[config.mk]
export PLATFORM = sky130hd
export DESIGN_NAME = udp_frame_packetizer
export DESIGN_NICKNAME = d
export VERILOG_FILES = /design/src/rtl/udp_frame_packetizer.sv
export SDC_FILE = /design/constraint.sdc
export NUM_CORES = 1
export LEC_CHECK = 0
export ABC_AREA = 1
export ABC_CLOCK_PERIOD_IN_PS = 3390
export BUFFER_PORTS_ARGS = -buffer_cell sky130_fd_sc_hd__buf_2
export CORE_ASPECT_RATIO = 0.7
export CORE_MARGIN = 5
export CORE_UTILIZATION = 35
export CTS_CLUSTER_DIAMETER = 120
export DETAILED_ROUTE_END_ITERATION = 8
export PLACE_DENSITY = 0.6
export SETUP_SLACK_MARGIN = 0.4
export SLEW_MARGIN = 15
export SYNTH_ARGS = -nofsm -noshare
export SYNTH_HDL_FRONTEND = slang
export SYNTH_SLANG_ARGS = --single-unit
[constraint.sdc]
create_clock -name clk -period 3.39 [get_ports clk]
set_clock_uncertainty 0.2 [all_clocks]
set_input_delay 0.678 -clock clk [delete_from_list [all_inputs] [get_ports clk]]
set_output_delay 0.678 -clock clk [all_outputs]
set_load 0.005 [all_outputs]
[src/rtl/udp_frame_packetizer.sv]
// Splits one video frame into UDP payloads framed by the 53 5A 48 59 header.
// Trailing CRC-16/MODBUS covers header and image bytes; works for any frame/payload geometry.
module udp_frame_packetizer #(
  parameter int unsigned H_PIXEL       = 1280,
  parameter int unsigned V_PIXEL       = 720,
  parameter int unsigned BPP           = 2,
  parameter int unsigned PAYLOAD_BYTES = 1280,
  parameter logic [7:0]  DEV_ADDR      = 8'h00,
  parameter logic [7:0]  CMD           = 8'h02,
  parameter int unsigned GAP_CYCLES    = 10
) (
  input  logic        clk,
  input  logic        rst_n,
  input  logic        frame_start,
  input  logic        fifo_ready,
  input  logic [7:0]  pix_data,
  output logic        fifo_rd_en,
  output logic        tx_start,
  output logic [15:0] tx_len,
  input  logic        tx_byte_req,
  output logic [7:0]  tx_data,
  input  logic        tx_done,
  output logic        busy,
  output logic        frame_done,
  output logic [15:0] pkt_index,
  output logic [2:0]  dbg_state
);
  localparam int unsigned IMG      = H_PIXEL * V_PIXEL * BPP;
  localparam int unsigned NPKT     = (IMG + PAYLOAD_BYTES - 1) / PAYLOAD_BYTES;
  localparam int unsigned LAST_IMG = IMG - (NPKT - 1) * PAYLOAD_BYTES;

  localparam logic [31:0] LEN_FIELD = 32'(IMG + 12);
  localparam logic [15:0] LAST_PKT  = 16'(NPKT - 1);
  localparam logic [15:0] PAY_LEN   = 16'(PAYLOAD_BYTES);
  localparam logic [15:0] LAST_LEN  = 16'(LAST_IMG);
  localparam logic [15:0] GAP_LAST  = 16'(GAP_CYCLES - 1);

  typedef enum logic [2:0] {
    S_IDLE      = 3'd0,
    S_WAIT_FIFO = 3'd1,
    S_START     = 3'd2,
    S_SEND      = 3'd3,
    S_GAP       = 3'd4,
    S_DONE      = 3'd5
  } state_t;

  state_t      state_q, state_d;
  logic [15:0] pkt_q, pkt_d;
  logic [15:0] byte_q, byte_d;
  logic [15:0] len_q, len_d;
  logic [15:0] gap_q, gap_d;
  logic [15:0] crc_q, crc_d;
  logic        final_q, final_d;
  logic        frame_done_q, frame_done_d;

  logic        is_first, is_last;
  logic [15:0] hdr_len, img_len, img_end, pkt_len;
  logic        in_range, is_hdr, is_img, is_crc, consume;
  logic [7:0]  hdr_byte;

  function automatic logic [15:0] crc_byte(input logic [15:0] crc, input logic [7:0] data);
    logic [15:0] c;
    c = crc ^ {8'h00, data};
    for (int i = 0; i < 8; i++) begin
      c = c[0] ? ((c >> 1) ^ 16'hA001) : (c >> 1);
    end
    return c;
  endfunction

  // Packet layout derives from pkt_q, which already names the upcoming packet in WAIT_FIFO.
  assign is_first = (pkt_q == 16'd0);
  assign is_last  = (pkt_q == LAST_PKT);
  assign hdr_len  = is_first ? 16'd10 : 16'd0;
  assign img_len  = is_last ? LAST_LEN : PAY_LEN;
  assign img_end  = hdr_len + img_len;
  assign pkt_len  = img_end + (is_last ? 16'd2 : 16'd0);

  // Handshake: tx_byte_req is a ready strobe from the UDP engine. tx_data is valid for the
  // whole SEND state; a byte transfers on every clock with tx_byte_req high while bytes remain.
  assign in_range   = (state_q == S_SEND) && (byte_q < len_q);
  assign is_hdr     = in_range && (byte_q < hdr_len);
  assign is_img     = in_range && (byte_q >= hdr_len) && (byte_q < img_end);
  assign is_crc     = in_range && (byte_q >= img_end);
  assign consume    = tx_byte_req && in_range;
  assign fifo_rd_en = tx_byte_req && is_img;

  always_comb begin
    case (byte_q[3:0])
      4'd0:    hdr_byte = 8'h53;
      4'd1:    hdr_byte = 8'h5A;
      4'd2:    hdr_byte = 8'h48;
      4'd3:    hdr_byte = 8'h59;
      4'd4:    hdr_byte = DEV_ADDR;
      4'd5:    hdr_byte = LEN_FIELD[7:0];
      4'd6:    hdr_byte = LEN_FIELD[15:8];
      4'd7:    hdr_byte = LEN_FIELD[23:16];
      4'd8:    hdr_byte = LEN_FIELD[31:24];
      default: hdr_byte = CMD;
    endcase
  end

  always_comb begin
    tx_data = 8'h00;
    if (is_hdr) begin
      tx_data = hdr_byte;
    end else if (is_img) begin
      tx_data = pix_data;
    end else if (is_crc) begin
      tx_data = (byte_q == img_end) ? crc_q[7:0] : crc_q[15:8];
    end
  end

  always_comb begin
    state_d      = state_q;
    pkt_d        = pkt_q;
    byte_d       = byte_q;
    len_d        = len_q;
    gap_d        = gap_q;
    crc_d        = crc_q;
    final_d      = final_q;
    frame_done_d = 1'b0;

    // The CRC stays frozen while its own bytes are on the wire.
    if (consume) begin
      byte_d = byte_q + 16'd1;
      if (!is_crc) crc_d = crc_byte(crc_q, tx_data);
    end

    case (state_q)
      S_IDLE: begin
        if (frame_start) begin
          state_d = S_WAIT_FIFO;
          pkt_d   = 16'd0;
          crc_d   = 16'hFFFF;
        end
      end
      S_WAIT_FIFO: begin
        if (fifo_ready) begin
          state_d = S_START;
          len_d   = pkt_len;
          byte_d  = 16'd0;
        end
      end
      S_START: state_d = S_SEND;
      S_SEND: begin
        if (tx_done) begin
          state_d = S_GAP;
          gap_d   = 16'd0;
          final_d = is_last;
          if (!is_last) pkt_d = pkt_q + 16'd1;
        end
      end
      S_GAP: begin
        if (gap_q == GAP_LAST) begin
          state_d = final_q ? S_DONE : S_WAIT_FIFO;
        end else begin
          gap_d = gap_q + 16'd1;
        end
      end
      S_DONE: begin
        state_d      = S_IDLE;
        frame_done_d = 1'b1;
      end
      default: state_d = S_IDLE;
    endcase
  end

  always_ff @(posedge clk or negedge rst_n) begin
    if (!rst_n) begin
      state_q      <= S_IDLE;
      pkt_q        <= 16'd0;
      byte_q       <= 16'd0;
      len_q        <= 16'd0;
      gap_q        <= 16'd0;
      crc_q        <= 16'hFFFF;
      final_q      <= 1'b0;
      frame_done_q <= 1'b0;
    end else begin
      state_q      <= state_d;
      pkt_q        <= pkt_d;
      byte_q       <= byte_d;
      len_q        <= len_d;
      gap_q        <= gap_d;
      crc_q        <= crc_d;
      final_q      <= final_d;
      frame_done_q <= frame_done_d;
    end
  end

  assign tx_start   = (state_q == S_START);
  assign tx_len     = len_q;
  assign busy       = (state_q != S_IDLE);
  assign frame_done = frame_done_q;
  assign pkt_index  = pkt_q;
  assign dbg_state  = state_q;
endmodule

# Word-level counts from Yosys, hierarchy flattened
# Memory sizes are Yosys's and may differ from the RTL's.
# Cells that the tools add are included.
# W data, S select, Z words.
# word_totals
reg_bits	85
ram_bits	0
latch_bits	0
elab_cells	94
n_memories	1
out_inout_bits	47
romBits	112
# mem_list
memory	depth	width	rd	rd_clocked_by_memory_dff	wr	line	rtl
(name not given)	16	7	1	0	0	88	case (byte_q[3:0])
# op_classes
n_mul	0
n_reduce_logical	17
n_eq_ne	14
div_mod_pow	0
n_shift	0
bitwise_logic	9
addsub	5
n_mux	35
magnitude_cmp	5
# op_table
op	count
$mux W16	20
$pmux W16 S2	2
$add A16 B1 Y16 const B	3
$mux W8	4
$not A2 Y3	8
$eq A16 B11 Y1 const B	1
$eq A16 B12 Y1	1
$eq A16 B4 Y1 const B	1
$ge A16 B12 Y1	1
$ge A16 B4 Y1	1
$logic_not A16 Y1	1
$lt A16 B12 Y1	1
$lt A16 B16 Y1	1
$lt A16 B4 Y1	1
$xor A16 B8 Y16	1
$mux W3	5
$pmux W3 S5	1
$add A12 B2 Y13	1
$add A4 B11 Y12 const B	1
$ne A2 B2 Y1 const B	6
$reduce_and A4 Y1	2
$logic_and A1 B1 Y1	7
$eq A3 B2 Y1 const B	2
$eq A3 B3 Y1 const B	2
other kinds (9)	11

# Logic depth before layout (Yosys ltp)
# depth
ltp_word	29
ltp_mapped	32

# Least setup slack after synthesis
# No wires, ideal clock.
# synth_timing
kind	reg2reg
startpoint	register pkt_q[5] (netlist: pkt_index[5])
endpoint	register crc_q[0]
t_arrival_ps	3305
period_less_slack_ps	3583
path_stages_with_launch	26
setup_time_ps	78
setup_slack_ps	-193
required_ps	3112
n_path_buf	1
cell_sequence	dfrtp_1 > nor4_1 > nand4_1 > nor4_1 > inv_1 > ha_1 > inv_1 > nor2_1 > nand2_2 > nor2_4 > nand2_4 > buf_6 > o21ai_0 > o21ai_1 > o211ai_1 > nand2_1 > nand2_1 > nand2_1 > nand3_1 > nand2_1 > nand2_1 > nand2_2 > nand2_2 > nand3_2 > nand3_1 > nand2_1
# synth_between
elab_chain_cells	22
elab_cells_between_ends	36
cone_classes	add/sub: 1; order compare: 4; eq/ne: 1; mux: 17; bitwise: 8; reduce/logical: 5
# synth_rtl
element	line	rtl
start: declaration	48	logic [15:0] pkt_q, pkt_d;
start signal: assignment	180	pkt_q <= pkt_d;
$logic_not A16 Y1 *	71	assign is_first = (pkt_q == 16'd0);
net is_first	56	logic is_first, is_last;
$mux W4 *	73	assign hdr_len = is_first ? 16'd10 : 16'd0;
$add A4 B11 Y12	75	assign img_end = hdr_len + img_len;
$ge A16 B12 Y1 / $eq A16 B12 Y1 (equally long branches)	83, 109	
$logic_and A1 B1 Y1 / $mux W8 (equally long branches)	83, 109	
$mux W8	108	end else if (is_crc) begin
$mux W8	106	end else if (is_img) begin
[... 1 more ...]	n/a	
net tx_data[6]	21	output logic [7:0] tx_data,
[... 1 more ...]	n/a	
$mux W16 * (5 in a row)	65	c = c[0] ? ((c >> 1) ^ 16'hA001) : (c >> 1);
$not A2 Y3 (no source line)	n/a	
$mux W16 * (3 in a row)	65	
$mux W16 *	126	if (!is_crc) crc_d = crc_byte(crc_q, tx_data);
$mux W16 *	124	if (consume) begin
$mux W16	131	if (frame_start) begin
$mux W16 *	129	case (state_q)
net crc_d[0]	52	logic [15:0] crc_q, crc_d;
end signal: assignment	184	crc_q <= crc_d;
end: declaration	52	
# The timed path passes the listed nets; every way through them passes the cells marked *.
# A chain may end at the register's enable or synchronous reset.

# Worst setup path after layout
# layout_timing
startpoint	register pkt_q[8] (netlist: pkt_index[8])
endpoint	output port tx_data[2]
# layout_between
elab_chain_cells	8
elab_cells_between_ends	16
cone_classes	add/sub: 1; order compare: 4; eq/ne: 1; mux: 5; reduce/logical: 5
# layout_rtl
element	line	rtl
$logic_not A16 Y1 *	71	
net is_first	56	
$mux W4 *	73	
$add A4 B11 Y12	75	
$ge A16 B12 Y1 / $eq A16 B12 Y1 (equally long branches)	83, 109	
$logic_and A1 B1 Y1 / $mux W8 (equally long branches)	83, 109	
$mux W8	108	
$mux W8	106	
$mux W8 *	104	if (is_hdr) begin
end: declaration	21	
# Marked as above.

==> impl_metrics.py <==
metrics = {
    "outcome": {
        "status": "complete, but fails checks",
        "violations": "negative setup slack",
    },
    "cts": {
        "clk_pin_slew_ns": 0.06,
        "cts_hold_buf": 0,
        "clockBufferDepth": 2,
        "cts_made_buffers": 9,
        "tritoncts": "built",
        "clock_latency_ns": 0.34,
        "cts_max_level": 3,
        "cts_sinks": 73,
        "root_buffer": "clkbuf_16",
    },
    "flow_run": {
        "max_cap_viol_count": 0,
    },
    "sta": {
        "worst_pin_slew_ns": 0.5890,
        "period_share": 1.165,
        "max_freq_mhz": 253.2,
        "setup_viol": 16,
        "finalHoldViolCount": 0,
        "rsz0062_at_grt": "yes",
        "period_needed_ns": 3.950,
        "drv_slew": 0,
        "setup_ws_ns": -0.5597,
        "hold_ws_ns": 0.09335,
        "max_slew_margin": 0.6043,
        "tns_ns": -6.995,
    },
    "synthesis": {
        "avgSynthCellArea_um2": 6.953,
        "ys_types": 44,
        "netlist_instances": 747,
        "ys_seq_area_frac": 0.3556,
        "synth_edf_count": 0,
        "yosys_warnings": 0,
        "synthFlopType": "dfrtp_1",
        "syn_area_um2": 5194,
        "async_flop_share": 1.000,
        "synth-seq-cells": 73,
    },
    "worst_setup_path": {
        "crit_chain": "nor4_2 > nand4_1 > nor4_4 > inv_1 > ha_4 > nand3b_1 > buf_4 > o21bai_4 > nand2_2 > nor2_4 > nor2_4 > buf_6 > nand2_2 > nand3_2 > nand2_2 > inv_2 > buf_6",
        "crit_family": "simple AND/OR/NAND/NOR gates",
        "path_common_cell": "nand2_2",
        "critPathBufInv": 5,
        "r2r_slack_ns": -0.51,
        "end_kind": "output pin",
        "slowest_stage": "dfrtp_1",
        "slowest_delay_ns": 0.39,
        "required_ns": 2.51,
        "arrival_ns": 3.07,
        "worstReg2RegEnd": "crc_q[0]$_DFF_PN1_",
        "reg2reg_from": "pkt_index[8]$_DFFE_PN0P_",
        "start_kind": "flop",
        "critical_path_class": "flop to output pin",
        "cp_max_fo": 3,
        "r2r_cells": 27,
    },
    "routing": {
        "drtPass1Iterations": 5,
        "viasPerCell": 4.984,
        "wl_per_cell_um": 14.66,
        "drcViolationCount": 0,
        "drtAntennaViolNets": 0,
        "wirelength_um": 16430,
        "vias": 5587,
        "drt_iter0_drc": 361,
    },
    "cells_and_area": {
        "seq_area_um2": 1851,
        "multi_input_area_um2": 3402,
        "final_area_um2": 7632,
        "finalNetCount": 950,
        "n_fill_cell": 1405,
        "area_growth_pct": 46.95,
        "antenna_cells": 0,
        "drive_gt1_frac": 0.4071,
    },
    "floorplan": {
        "pin_count": 61,
        "dieHeight_um": 111.9,
        "dieArea_um2": 17410,
        "start_util": 0.3550,
        "placementRows": 37,
        "core-area_um2": 14630,
        "dieWidth_um": 155.6,
    },
    "global_route": {
        "antenna_found_initial": 0,
        "grt_overflow_total": 0,
        "grt_pass1_wl_um": 25630,
        "grt_pass1_vias": 5106,
        "grt_max_degree": 38,
        "grt_use_total": 0.1807,
    },
    "pwr": {
        "vdd_drop_max_v": 0.0003412,
        "power_mw": 6.058,
        "leakage_nw": 3.903,
        "power.density_nw_per_um2": 793.7,
    },
    "placed_design": {
        "hpwl_um": 11360,
        "place_congestion": 0.8886,
        "portBuffers": 49,
        "dpl-instance-area_um2": 6108,
    },
    "hold_path": {
        "hold_class": "input pin to async pin",
    },
}
==> cell usage after synthesis (all sizes together), types with 2 or more instances <==
cell / count / area, um2
a21oi: 53 / 276.5
buf: 17 / 128.9
clkbuf: 4 / 15.01
dfrtp: 57 / 1426
dfstp: 16 / 420.4
ha: 15 / 187.7
inv: 117 / 441.7
nand2: 187 / 764.5
nand3: 73 / 390.4
nand4: 17 / 106.4
nor2: 92 / 445.4
nor3: 20 / 110.1
nor4: 9 / 75.08
o211ai: 6 / 45.04
o21a: 2 / 15.01
o21ai: 47 / 235.2
o31ai: 2 / 15.01
xor2: 2 / 17.52
==> cells in the final DEF, fill, tap and decap left out, types with 13 or more instances in the layout <==
cell type | Yosys | final
nand3_2 | 5 | 21
buf_2 | 1 | 42
o21ai_0 | 43 | 25
nor2_2 | 9 | 14
dfstp_2 | 16 | 16
dfrtp_1 | 57 | 54
nand2_2 | 13 | 42
nand3_1 | 68 | 44
nand4_1 | 17 | 17
a21oi_1 | 52 | 47
inv_1 | 108 | 96
nand2_1 | 170 | 128
inv_2 | 8 | 15
ha_1 | 15 | 13
nor3_1 | 18 | 18
nor2_4 | 6 | 16
nand2_4 | 4 | 17
buf_4 | 13 | 93
buf_6 | 2 | 33
nor2_1 | 75 | 60
==> where the power goes <==
group / internal (mW) / switching, mW / total (mW)
Combinational: 1.71 / 2.20 / 3.91
Sequential: 1.07 / 0.152 / 1.23
Clock: 0.539 / 0.383 / 0.922
Total: 3.32 / 2.74 / 6.06
==> timing repair <==
action / CTS / global route
buffers inserted: 20 / 36
resized for setup: 77 / 132
hold endpoints to repair: 0 / 0
setup endpoints to repair: 27 / 36
pin swaps: 32 / 50
gates cloned: 1 / 2
==> layer usage <==
metal / GRT usage / vias to the layer above / part of all wire
met3: 0.03652 / 22 / 0.058
met4: 0.03673 / 0 / 0.016
met1: 0.2719 / 2631 / 0.49
met5: 0 / - / 0
li1: - / 2767 / -
met2: 0.2677 / 167 / 0.43
==> cell type report <==
type	count	share of cell area
Multi-Input combinational cell	545	0.4457
Sequential cell	73	0.2425
Timing Repair Buffer	173	0.1808
Inverter	118	0.06082
Clock buffer	13	0.03410
Tap cell	195	0.03197
Clock inverter	3	0.003115
Timing Repair inverter	1	0.0009836
==> per-stage QoR <==
step,instances,worst slack [ns],utilization
final,1121,-0.5597,0.5217
after global routing,1121,-0.7967,0.5217
after CTS,1083,-0.5062,0.4666
after detailed placement,1046,-0.3555,0.4176
after global placement,1046,-0.2481,0.4176
after floorplan,757,-0.02658,-
==> logic make-up (layout without fill, tap and decap cells) <==
kind of cell,count (synthesis),after routing,share of synthesized area
AND/OR/NAND/NOR,401,401,0.3683
buffers and inverters,139,308,0.1135
AO/OA/AOI/OAI,116,116,0.1224
flip-flops,73,73,0.3556
adder cells (fa/ha/maj),15,15,0.03614
XOR/XNOR,2,2,0.003373
other,1,11,0.0007220
==> sequential cells by signal, summed over array words and instances (netlist names) <==
register	cells
byte_q	16
final_q	1
dbg_state	3
tx_len	4
crc_q	16
frame_done	1
pkt_index	16
gap_q	16
==> how the worst max path moves through the flow <==
stage,start,to,slack (ns),cells past startpoint
floorplan,pkt_index[4]$_DFFE_PN0P_,crc_q[0]$_DFF_PN1_,-0.03,28
global route,pkt_index[8]$_DFFE_PN0P_,crc_q[0]$_DFF_PN1_,-0.80,27
finish,pkt_index[8]$_DFFE_PN0P_,tx_data[2],-0.56,17
detailed placement,pkt_index[8]$_DFFE_PN0P_,crc_q[15]$_DFF_PN1_,-0.36,26
global placement,pkt_index[8]$_DFFE_PN0P_,crc_q[0]$_DFF_PN1_,-0.25,28
CTS,pkt_index[5]$_DFFE_PN0P_,tx_data[7],-0.51,18
Power figures use the tool's default switching activity.
